==> config.mk <==
export PLATFORM = sky130hd
export DESIGN_NAME = enet_tx_reg_bank_mq
export DESIGN_NICKNAME = d
export VERILOG_FILES = /design/src/rtl/enet_tx_reg_bank_mq.sv
export SDC_FILE = /design/constraint.sdc
export NUM_CORES = 1
export LEC_CHECK = 0
export BUFFER_PORTS_ARGS = -buffer_cell sky130_fd_sc_hd__clkbuf_2
export CORE_UTILIZATION = 44
export DETAILED_ROUTE_END_ITERATION = 7
export PLACE_DENSITY = 0.81
export SYNTH_ARGS = -nofsm -noshare
export SYNTH_HDL_FRONTEND = slang
export SYNTH_SLANG_ARGS = --single-unit
==> constraint.sdc <==
create_clock -name tx_clk -period 2.65 [get_ports tx_clk]
set_input_delay 0.53 -clock tx_clk [delete_from_list [all_inputs] [get_ports tx_clk]]
set_output_delay 0.53 -clock tx_clk [all_outputs]
set_load 0.005 [all_outputs]
==> src/rtl/enet_tx_reg_bank_mq.sv <==
// ENET MAC multi-queue TX register bank (tx_clk domain).
// Immediate registers: station address, opcode/pause, per-queue ring base, TDAR.
// Frame-affecting config is double-buffered and committed only while tx_idle.

// Per-queue state: ring base (locked while active), TDAR bit, buffered TFWR.
module enet_tx_q_lane (
  input  logic        tx_clk,
  input  logic        rst_n,
  input  logic        tx_idle,
  input  logic        wr_tdsr,
  input  logic        wr_tfwr,
  input  logic        set_tdar,
  input  logic        clr_tdar,
  input  logic [31:0] wdata,
  output logic [31:0] tdsr,
  output logic        strfwd,
  output logic [7:0]  tfwr,
  output logic        tdar,
  output logic        pend
);
  logic [28:0] base_q, base_d;
  logic        tdar_q, tdar_d;
  logic [5:0]  tfwr_p_q, tfwr_p_d;   // {strfwd, watermark[4:0]} pending
  logic [5:0]  tfwr_a_q, tfwr_a_d;   // same layout, active
  logic        tfwr_f_q, tfwr_f_d;

  // Next-state: base is locked by the pre-update TDAR; set beats clear;
  // commit uses the pending copy as it stood before this cycle's write.
  always_comb begin
    base_d   = base_q;
    tdar_d   = tdar_q;
    tfwr_p_d = tfwr_p_q;
    tfwr_a_d = (tx_idle && tfwr_f_q) ? tfwr_p_q : tfwr_a_q;
    tfwr_f_d = tfwr_f_q && !tx_idle;
    if (wr_tdsr && !tdar_q) base_d = wdata[31:3];
    if (clr_tdar) tdar_d = 1'b0;
    if (set_tdar) tdar_d = 1'b1;
    if (wr_tfwr) begin
      tfwr_p_d = {wdata[8], wdata[4:0]};
      tfwr_f_d = 1'b1;
    end
  end

  // Lane state registers with synchronous reset.
  always_ff @(posedge tx_clk) begin
    if (!rst_n) begin
      base_q   <= '0;
      tdar_q   <= 1'b0;
      tfwr_p_q <= '0;
      tfwr_a_q <= '0;
      tfwr_f_q <= 1'b0;
    end else begin
      base_q   <= base_d;
      tdar_q   <= tdar_d;
      tfwr_p_q <= tfwr_p_d;
      tfwr_a_q <= tfwr_a_d;
      tfwr_f_q <= tfwr_f_d;
    end
  end

  assign tdsr   = {base_q, 3'b000};
  assign strfwd = tfwr_a_q[5];
  assign tfwr   = {tfwr_a_q[4:0], 3'b000};
  assign tdar   = tdar_q;
  assign pend   = tfwr_f_q;
endmodule

module enet_tx_reg_bank_mq #(
  parameter int NUM_Q  = 3,
  parameter int QSEL_W = 2
) (
  input  logic                  tx_clk,
  input  logic                  rst_n,
  input  logic                  reg_wen,
  input  logic [3:0]            reg_widx,
  input  logic [QSEL_W-1:0]     reg_qsel,
  input  logic [31:0]           reg_wdata,
  input  logic                  tx_idle,
  input  logic [NUM_Q-1:0]      tdar_clr,
  output logic [31:0]           palr,
  output logic [31:0]           paur,
  output logic [31:0]           opd,
  output logic [NUM_Q*32-1:0]   tdsr,
  output logic [NUM_Q-1:0]      strfwd,
  output logic [NUM_Q*8-1:0]    tfwr,
  output logic [7:0]            tsem,
  output logic [7:0]            tafl,
  output logic [7:0]            taem,
  output logic [15:0]           tipg,
  output logic [NUM_Q-1:0]      tdar,
  output logic                  cfg_pending
);
  localparam logic [3:0] IDX_PALR = 4'd0, IDX_PAUR = 4'd1, IDX_OPD  = 4'd2,
                         IDX_TDSR = 4'd3, IDX_TFWR = 4'd4, IDX_TSEM = 4'd5,
                         IDX_TAFL = 4'd6, IDX_TAEM = 4'd7, IDX_TIPG = 4'd8,
                         IDX_TDAR = 4'd9;

  logic [31:0] palr_q, palr_d;
  logic [15:0] paur_q, paur_d;
  logic [15:0] opd_q,  opd_d;

  // Global buffered fields: pending copy (_p), active copy (_a), flag (_f).
  logic [7:0] tsem_p_q, tsem_p_d, tsem_a_q, tsem_a_d;
  logic [7:0] tafl_p_q, tafl_p_d, tafl_a_q, tafl_a_d;
  logic [7:0] taem_p_q, taem_p_d, taem_a_q, taem_a_d;
  logic [4:0] tipg_p_q, tipg_p_d, tipg_a_q, tipg_a_d;
  logic       tsem_f_q, tsem_f_d, tafl_f_q, tafl_f_d;
  logic       taem_f_q, taem_f_d, tipg_f_q, tipg_f_d;

  logic [NUM_Q-1:0] lane_pend;

  // Per-queue lanes; a select >= NUM_Q matches no lane so the write is dropped.
  for (genvar g = 0; g < NUM_Q; g++) begin : g_q
    logic hit;
    assign hit = reg_wen && (reg_qsel == QSEL_W'(g));
    enet_tx_q_lane u_lane (
      .tx_clk   (tx_clk),
      .rst_n    (rst_n),
      .tx_idle  (tx_idle),
      .wr_tdsr  (hit && (reg_widx == IDX_TDSR)),
      .wr_tfwr  (hit && (reg_widx == IDX_TFWR)),
      .set_tdar (hit && (reg_widx == IDX_TDAR)),
      .clr_tdar (tdar_clr[g]),
      .wdata    (reg_wdata),
      .tdsr     (tdsr[g*32 +: 32]),
      .strfwd   (strfwd[g]),
      .tfwr     (tfwr[g*8 +: 8]),
      .tdar     (tdar[g]),
      .pend     (lane_pend[g])
    );
  end

  // Decode global writes and commit pending fields on idle cycles.
  always_comb begin
    palr_d   = palr_q;
    paur_d   = paur_q;
    opd_d    = opd_q;
    tsem_p_d = tsem_p_q;
    tafl_p_d = tafl_p_q;
    taem_p_d = taem_p_q;
    tipg_p_d = tipg_p_q;
    tsem_a_d = (tx_idle && tsem_f_q) ? tsem_p_q : tsem_a_q;
    tafl_a_d = (tx_idle && tafl_f_q) ? tafl_p_q : tafl_a_q;
    taem_a_d = (tx_idle && taem_f_q) ? taem_p_q : taem_a_q;
    tipg_a_d = (tx_idle && tipg_f_q) ? tipg_p_q : tipg_a_q;
    tsem_f_d = tsem_f_q && !tx_idle;
    tafl_f_d = tafl_f_q && !tx_idle;
    taem_f_d = taem_f_q && !tx_idle;
    tipg_f_d = tipg_f_q && !tx_idle;
    if (reg_wen) begin
      case (reg_widx)
        IDX_PALR: palr_d = reg_wdata;
        IDX_PAUR: paur_d = reg_wdata[31:16];
        IDX_OPD:  opd_d  = reg_wdata[15:0];
        IDX_TSEM: begin
          tsem_p_d = reg_wdata[7:0];
          tsem_f_d = 1'b1;
        end
        IDX_TAFL: begin
          tafl_p_d = (reg_wdata[7:0] > 8'd240) ? 8'd240 : reg_wdata[7:0];
          tafl_f_d = 1'b1;
        end
        IDX_TAEM: begin
          taem_p_d = (reg_wdata[7:0] < 8'd4) ? 8'd4 : reg_wdata[7:0];
          taem_f_d = 1'b1;
        end
        IDX_TIPG: begin
          tipg_p_d = reg_wdata[4:0];
          tipg_f_d = 1'b1;
        end
        default: ;
      endcase
    end
  end

  // Global state registers; reset restores active values and clears pending.
  always_ff @(posedge tx_clk) begin
    if (!rst_n) begin
      palr_q   <= '0;
      paur_q   <= '0;
      opd_q    <= '0;
      tsem_p_q <= 8'd0;   tsem_a_q <= 8'd0;
      tafl_p_q <= 8'd240; tafl_a_q <= 8'd240;
      taem_p_q <= 8'd4;   taem_a_q <= 8'd4;
      tipg_p_q <= 5'd12;  tipg_a_q <= 5'd12;
      tsem_f_q <= 1'b0;   tafl_f_q <= 1'b0;
      taem_f_q <= 1'b0;   tipg_f_q <= 1'b0;
    end else begin
      palr_q   <= palr_d;
      paur_q   <= paur_d;
      opd_q    <= opd_d;
      tsem_p_q <= tsem_p_d; tsem_a_q <= tsem_a_d;
      tafl_p_q <= tafl_p_d; tafl_a_q <= tafl_a_d;
      taem_p_q <= taem_p_d; taem_a_q <= taem_a_d;
      tipg_p_q <= tipg_p_d; tipg_a_q <= tipg_a_d;
      tsem_f_q <= tsem_f_d; tafl_f_q <= tafl_f_d;
      taem_f_q <= taem_f_d; tipg_f_q <= tipg_f_d;
    end
  end

  assign palr        = palr_q;
  assign paur        = {paur_q, 16'h8808};
  assign opd         = {16'h0001, opd_q};
  assign tsem        = tsem_a_q;
  assign tafl        = tafl_a_q;
  assign taem        = taem_a_q;
  // Out-of-range gaps fall back to the standard 12 byte-times.
  assign tipg        = ((tipg_a_q > 5'd26) || (tipg_a_q < 5'd8)) ? 16'd12 : {11'b0, tipg_a_q};
  assign cfg_pending = (|lane_pend) | tsem_f_q | tafl_f_q | taem_f_q | tipg_f_q;
endmodule

======== Word-level counts from Yosys, hierarchy flattened ========
Index checks and enable logic that the tools add are counted.
cells by class
  mux-type cells .......................... 20
  bitwise logic cells ..................... 4
  equality and inequality tests ........... 11
  reductions and logical operators ........ 47
  $lt $le $gt $ge ......................... 4
operator list
  operator                                                                      number
  1-bit logical AND                                                             29
  1-bit two-way mux                                                             17
  4-bit by 3-bit == test with 1-bit output, second input constant               4
  8-bit two-way mux                                                             2
  2-bit AND reduction                                                           7
  4-bit by 2-bit == test with 1-bit output, second input constant               2
  4-bit == test, second input constant                                          2
  8-bit > comparator, second input constant                                     1
  8-bit by 3-bit less-than comparator with 1-bit output, second input constant  1
  2-bit nonzero test                                                            3
  5-bit > comparator, second input constant                                     1
  5-bit by 4-bit less-than comparator with 1-bit output, second input constant  1
  5-bit two-way mux                                                             1
  4-bit by 1-bit == test with 1-bit output, second input constant               1
  1-bit logical NOT                                                             4
  4-bit logical NOT                                                             1
  1-bit bitwise OR                                                              4
  3-bit OR reduction                                                            1
  2-bit by 1-bit == test with 1-bit output, second input constant               1
  2-bit == test, second input constant                                          1
  2-bit logical NOT                                                             1
  1-bit logical OR                                                              1
word-level totals
  input port bits ......................... 45
  word-level logic and storage cells ...... 116
  output and inout bits ................... 263
  bits in registers ....................... 255

======== Longest topological paths before layout ========
  word-level depth ........................ 5
  mapped depth ............................ 7
  gate-level depth less buffers ........... 3

======== Hierarchy ========
From an unflattened synthesis, not the netlist that was laid out.
unflattened totals
  cells, all modules ...................... 1135
  area, all modules ....................... 10527.6 µm²
by module, submodules not included
  module               sequential area each (µm²)  area each (µm²)  cells an instance  times used
  enet_tx_q_lane       860.8                       1760.4           186                3
  enet_tx_reg_bank_mq  2522.4                      5246.3           577                1

======== Worst setup path after synthesis ========
Ideal clock, no wire load.
  path type ............................... input to register
  start point ............................. in reg_wen
  end point ............................... reg g_q[0].u_lane.base_q[24]
  setup time .............................. 0.122 ns
  data arrival time ....................... 1.714 ns
  data required time ...................... 2.528 ns
  buffers on the path ..................... 4
  stages on the path ...................... 7
  path slack .............................. 0.814 ns
  cells stage by stage .................... buf_2 -> nand2b_1 -> or4_1 -> clkbuf_1 -> buf_6 -> buf_6 -> mux2i_1
between the ends
  word-level cells in the longest chain between the ends .. 3
RTL lines
  item                  line  RTL
  from (decl)           74    input logic reg_wen,
  1-bit logical AND     115   assign hit = reg_wen && (reg_qsel == QSEL_W'(g));
  1-bit logical AND     120   .wr_tdsr (hit && (reg_widx == IDX_TDSR)),
  1-bit logical AND     35    if (wr_tdsr && !tdar_q) base_d = wdata[31:3];
  to (signal assigned)  53    base_q <= base_d;
  to (decl)             21    logic [28:0] base_q, base_d;
No other way between the ends.
A chain may end at the register's enable or synchronous reset.

======== Worst setup path after layout ========
  start point ............................. reg tsem_f_q
  end point ............................... out cfg_pending
between the ends
  word-level cells in the longest chain between the ends .. 4
RTL lines
  item                            line  RTL
  from (decl)                     107   logic tsem_f_q, tsem_f_d, tafl_f_q, tafl_f_d;
  from (signal assigned)          196   tsem_f_q <= tsem_f_d; tafl_f_q <= tafl_f_d;
  1-bit bitwise OR (4 in series)  209   assign cfg_pending = (|lane_pend) | tsem_f_q | tafl_f_q | taem_f_q | tipg_f_q;
  to (decl)                       91    output logic cfg_pending
No other way between the ends.

==> metrics.txt <==
area of placed instances 0.01123 mm2; CTS Hold Bufs 0; post-synthesis register bit count 255; Setup violations, final 0; Worst Hold Endpoint tafl_p_q[0]; Post-synth EDFFs 0; Final #Nets 1,299; pwr/cell area 648.8 mW/mm2; total vias in the final route 7,752; crit path max fanout 11; number of CTS-inserted buffers 26; reg2reg setup slack 0.99 ns; Cell Rows 54; Clock Pin Slew Worst Setup and Hold Paths 0.06 ns; clock skew 0.01427 ns; global-route wire length before repair 38,830 um; leading area contributor after synthesis dfxtp_1; Critical R2R Capture g_q[0].u_lane.base_q[20]; Fill cells 1,929; # clock sinks 255; worst hold path type input port to flop; Synth Area in Compound Gates 4.954%; relative slew slack 56.66%; post-layout min period 2.055 ns; Cells after DPL 1,506; initial core utilization 45.50%; number of H-tree levels 1; CP required 2.12 ns; CTS tree yes; clk root buf clkbuf_16; main combinational cell family by area after synthesis multiplexers; initial antenna violation count 2; worst reg2reg path startpoint g_q[0].u_lane.tdar; Leak 6.055 nW; worst hold start reg_wdata[0]; period utilization 77.55%; synth cell count leaders nand2_1, dfxtp_1, mux2i_1, buf_4, clkbuf_1; Worst Reg-to-Reg Cells 3; DR vias/cell 4.985; clock latency on the worst-skew pair 0.52 ns; Setup TNS Final 0 ns; drt first pass iters 4; Post-synth top flop dfxtp_1; part of the Yosys area used for sequential elements 50.78%; post-synthesis mux area share 19.03%; Setup Buffers After CTS 0; vias in the first global route 7,388; Slew Viols, Final 0; die area 0.02345 mm2; simple-gate portion of the synthesized area 16.79%; CP Capture Type primary output; Bufs on Longest Clock Path 3; Yosys cell types 41; largest net degree at the start of global routing 81; layout cells sized above 1 24.74%; # IOs 308; Synth warnings 0; top cell type's share of synthesized area 50.78%; Syn-to-layout area delta 20.24%; worst slew pin tran 0.6486 ns; post-detail-place hpwl 16,670 um; Worst VDD drop 0.4810 mV; sequential standard cell area 0.005105 mm2; RePlAce Congestion 0.8121; Post-Synth Adder-Cell Area 0%; count leader, synth nand2_1; Starting DRT DRC Count 343; max-cap viol count 0; Post-route DRC 0; Mapped Cells 1,041; CP Launch Type flop; port buffer count 246; GRT Total Usage 20.46%; FMAX 486.6 MHz; Post-Layout Cell Count 1,555; CP arrival 1.53 ns; Crit Path Class flop to primary output; RSZ-0062 raised after global routing no; synth top area cells dfxtp_1, mux2i_1, nand2_1; mean post-synth cell area 9.656 um2; Detail Route Antenna Nets 0; grt ovf 0; final instance area 0.01209 mm2; status completed; XOR/XNOR share of the synthesized area 0%; height of the die 153.2 um; ys async rst share 0%; hold path depth 3; post-CTS sizing 0; Core ar. 0.02209 mm2; final WL 24,570 um; Syn Std Cell Area 0.01005 mm2; multi-input logic area 0.004334 mm2; DR WL/cell 15.80 um; final hold viol count 0; Die Span X 153.2 um
-- where the power goes --
| group | switching [mW] | leakage (nW) | internal (mW) |
|---|---|---|---|
| Combinational | 0.233 | 3.59 | 0.111 |
| Clock | 1.48 | 0.413 | 2.14 |
| Sequential | 0.0164 | 2.06 | 3.86 |
-- worst max-delay path: stages, from the launching register on --
cell	delay [ns]
dfxtp_1	0.43
nor3_1	0.32
nand2_1	0.13
clkbuf_2	0.13
-- registers in the layout, indices dropped and copies added, names as in the netlist, 8 cells and up --
name	cells
g_q.u_lane.tfwr_a_q	18
tsem_p_q	8
paur_q	16
g_q.u_lane.base_q	87
palr	32
tafl_p_q	8
tafl	8
tsem	8
taem_p_q	8
taem	8
g_q.u_lane.tfwr_p_q	18
opd_q	16
-- cell type report --
type	count	share of cell area, %
Timing Repair Buffer	263	11.73
Sequential cell	255	42.24
Clock buffer	42	6.553
Multi-Input combinational cell	701	35.86
Tap cell	280	2.899
Inverter	7	0.2174
Antenna cell	2	0.04141
Clock inverter	5	0.4658
-- cell usage in the layout, fill, tap and decap left out, types with 4 or more instances in the layout --
master	count
a21boi_0	44
and2_1	7
buf_12	4
buf_4	13
clkbuf_1	9
clkbuf_16	27
clkbuf_2	245
clkbuf_8	7
conb_1	61
dfxtp_1	255
inv_1	7
mux2i_1	190
nand2_1	283
nand2b_1	10
nand3_1	47
nor2b_1	7
o211ai_1	10
or4b_2	4
-- cells by family (layout without fill, tap and decap cells) --
group,Yosys count,after routing
AND/OR/NAND/NOR,383,383
flip-flops,255,255
multiplexers,191,191
buffers and inverters,144,317
AO/OA/AOI/OAI,66,66
other,2,63
-- how the worst max path moves through the flow --
stage	from	endpoint	slack (ns)
final	tsem_f_q	cfg_pending	0.59
after global routing	tsem_f_q	cfg_pending	0.49
after floorplan	reg_wen	g_q[0].u_lane.base_q[24]	0.81
after detailed placement	reg_widx[0]	g_q[0].u_lane.base_q[5]	0.40
after global placement	reg_widx[0]	g_q[0].u_lane.base_q[0]	0.45
after CTS	tsem_f_q	cfg_pending	0.54
-- metrics by stage --
step	power, mW	utilization (%)	hold WS, ns	worst slack, ns
after floorplan	4.231	-	0.4350	0.8145
after global placement	4.299	50.84	0.4421	0.4452
after detailed placement	4.305	50.84	0.4462	0.4035
after CTS	7.906	54.68	0.2471	0.5423
after global routing	8.115	54.69	0.2641	0.4855
final	7.841	54.71	0.2736	0.5949
-- per-layer routing --
| layer | GRT usage [%] | wire [um] |
|---|---|---|
| met1 | 24.71 | 10240 |
| met3 | 5.869 | 1771 |
| met5 | 0 | 0 |
| met4 | 8.033 | 773 |
| met2 | 34.25 | 11790 |
Power figures use the tool's default switching activity.
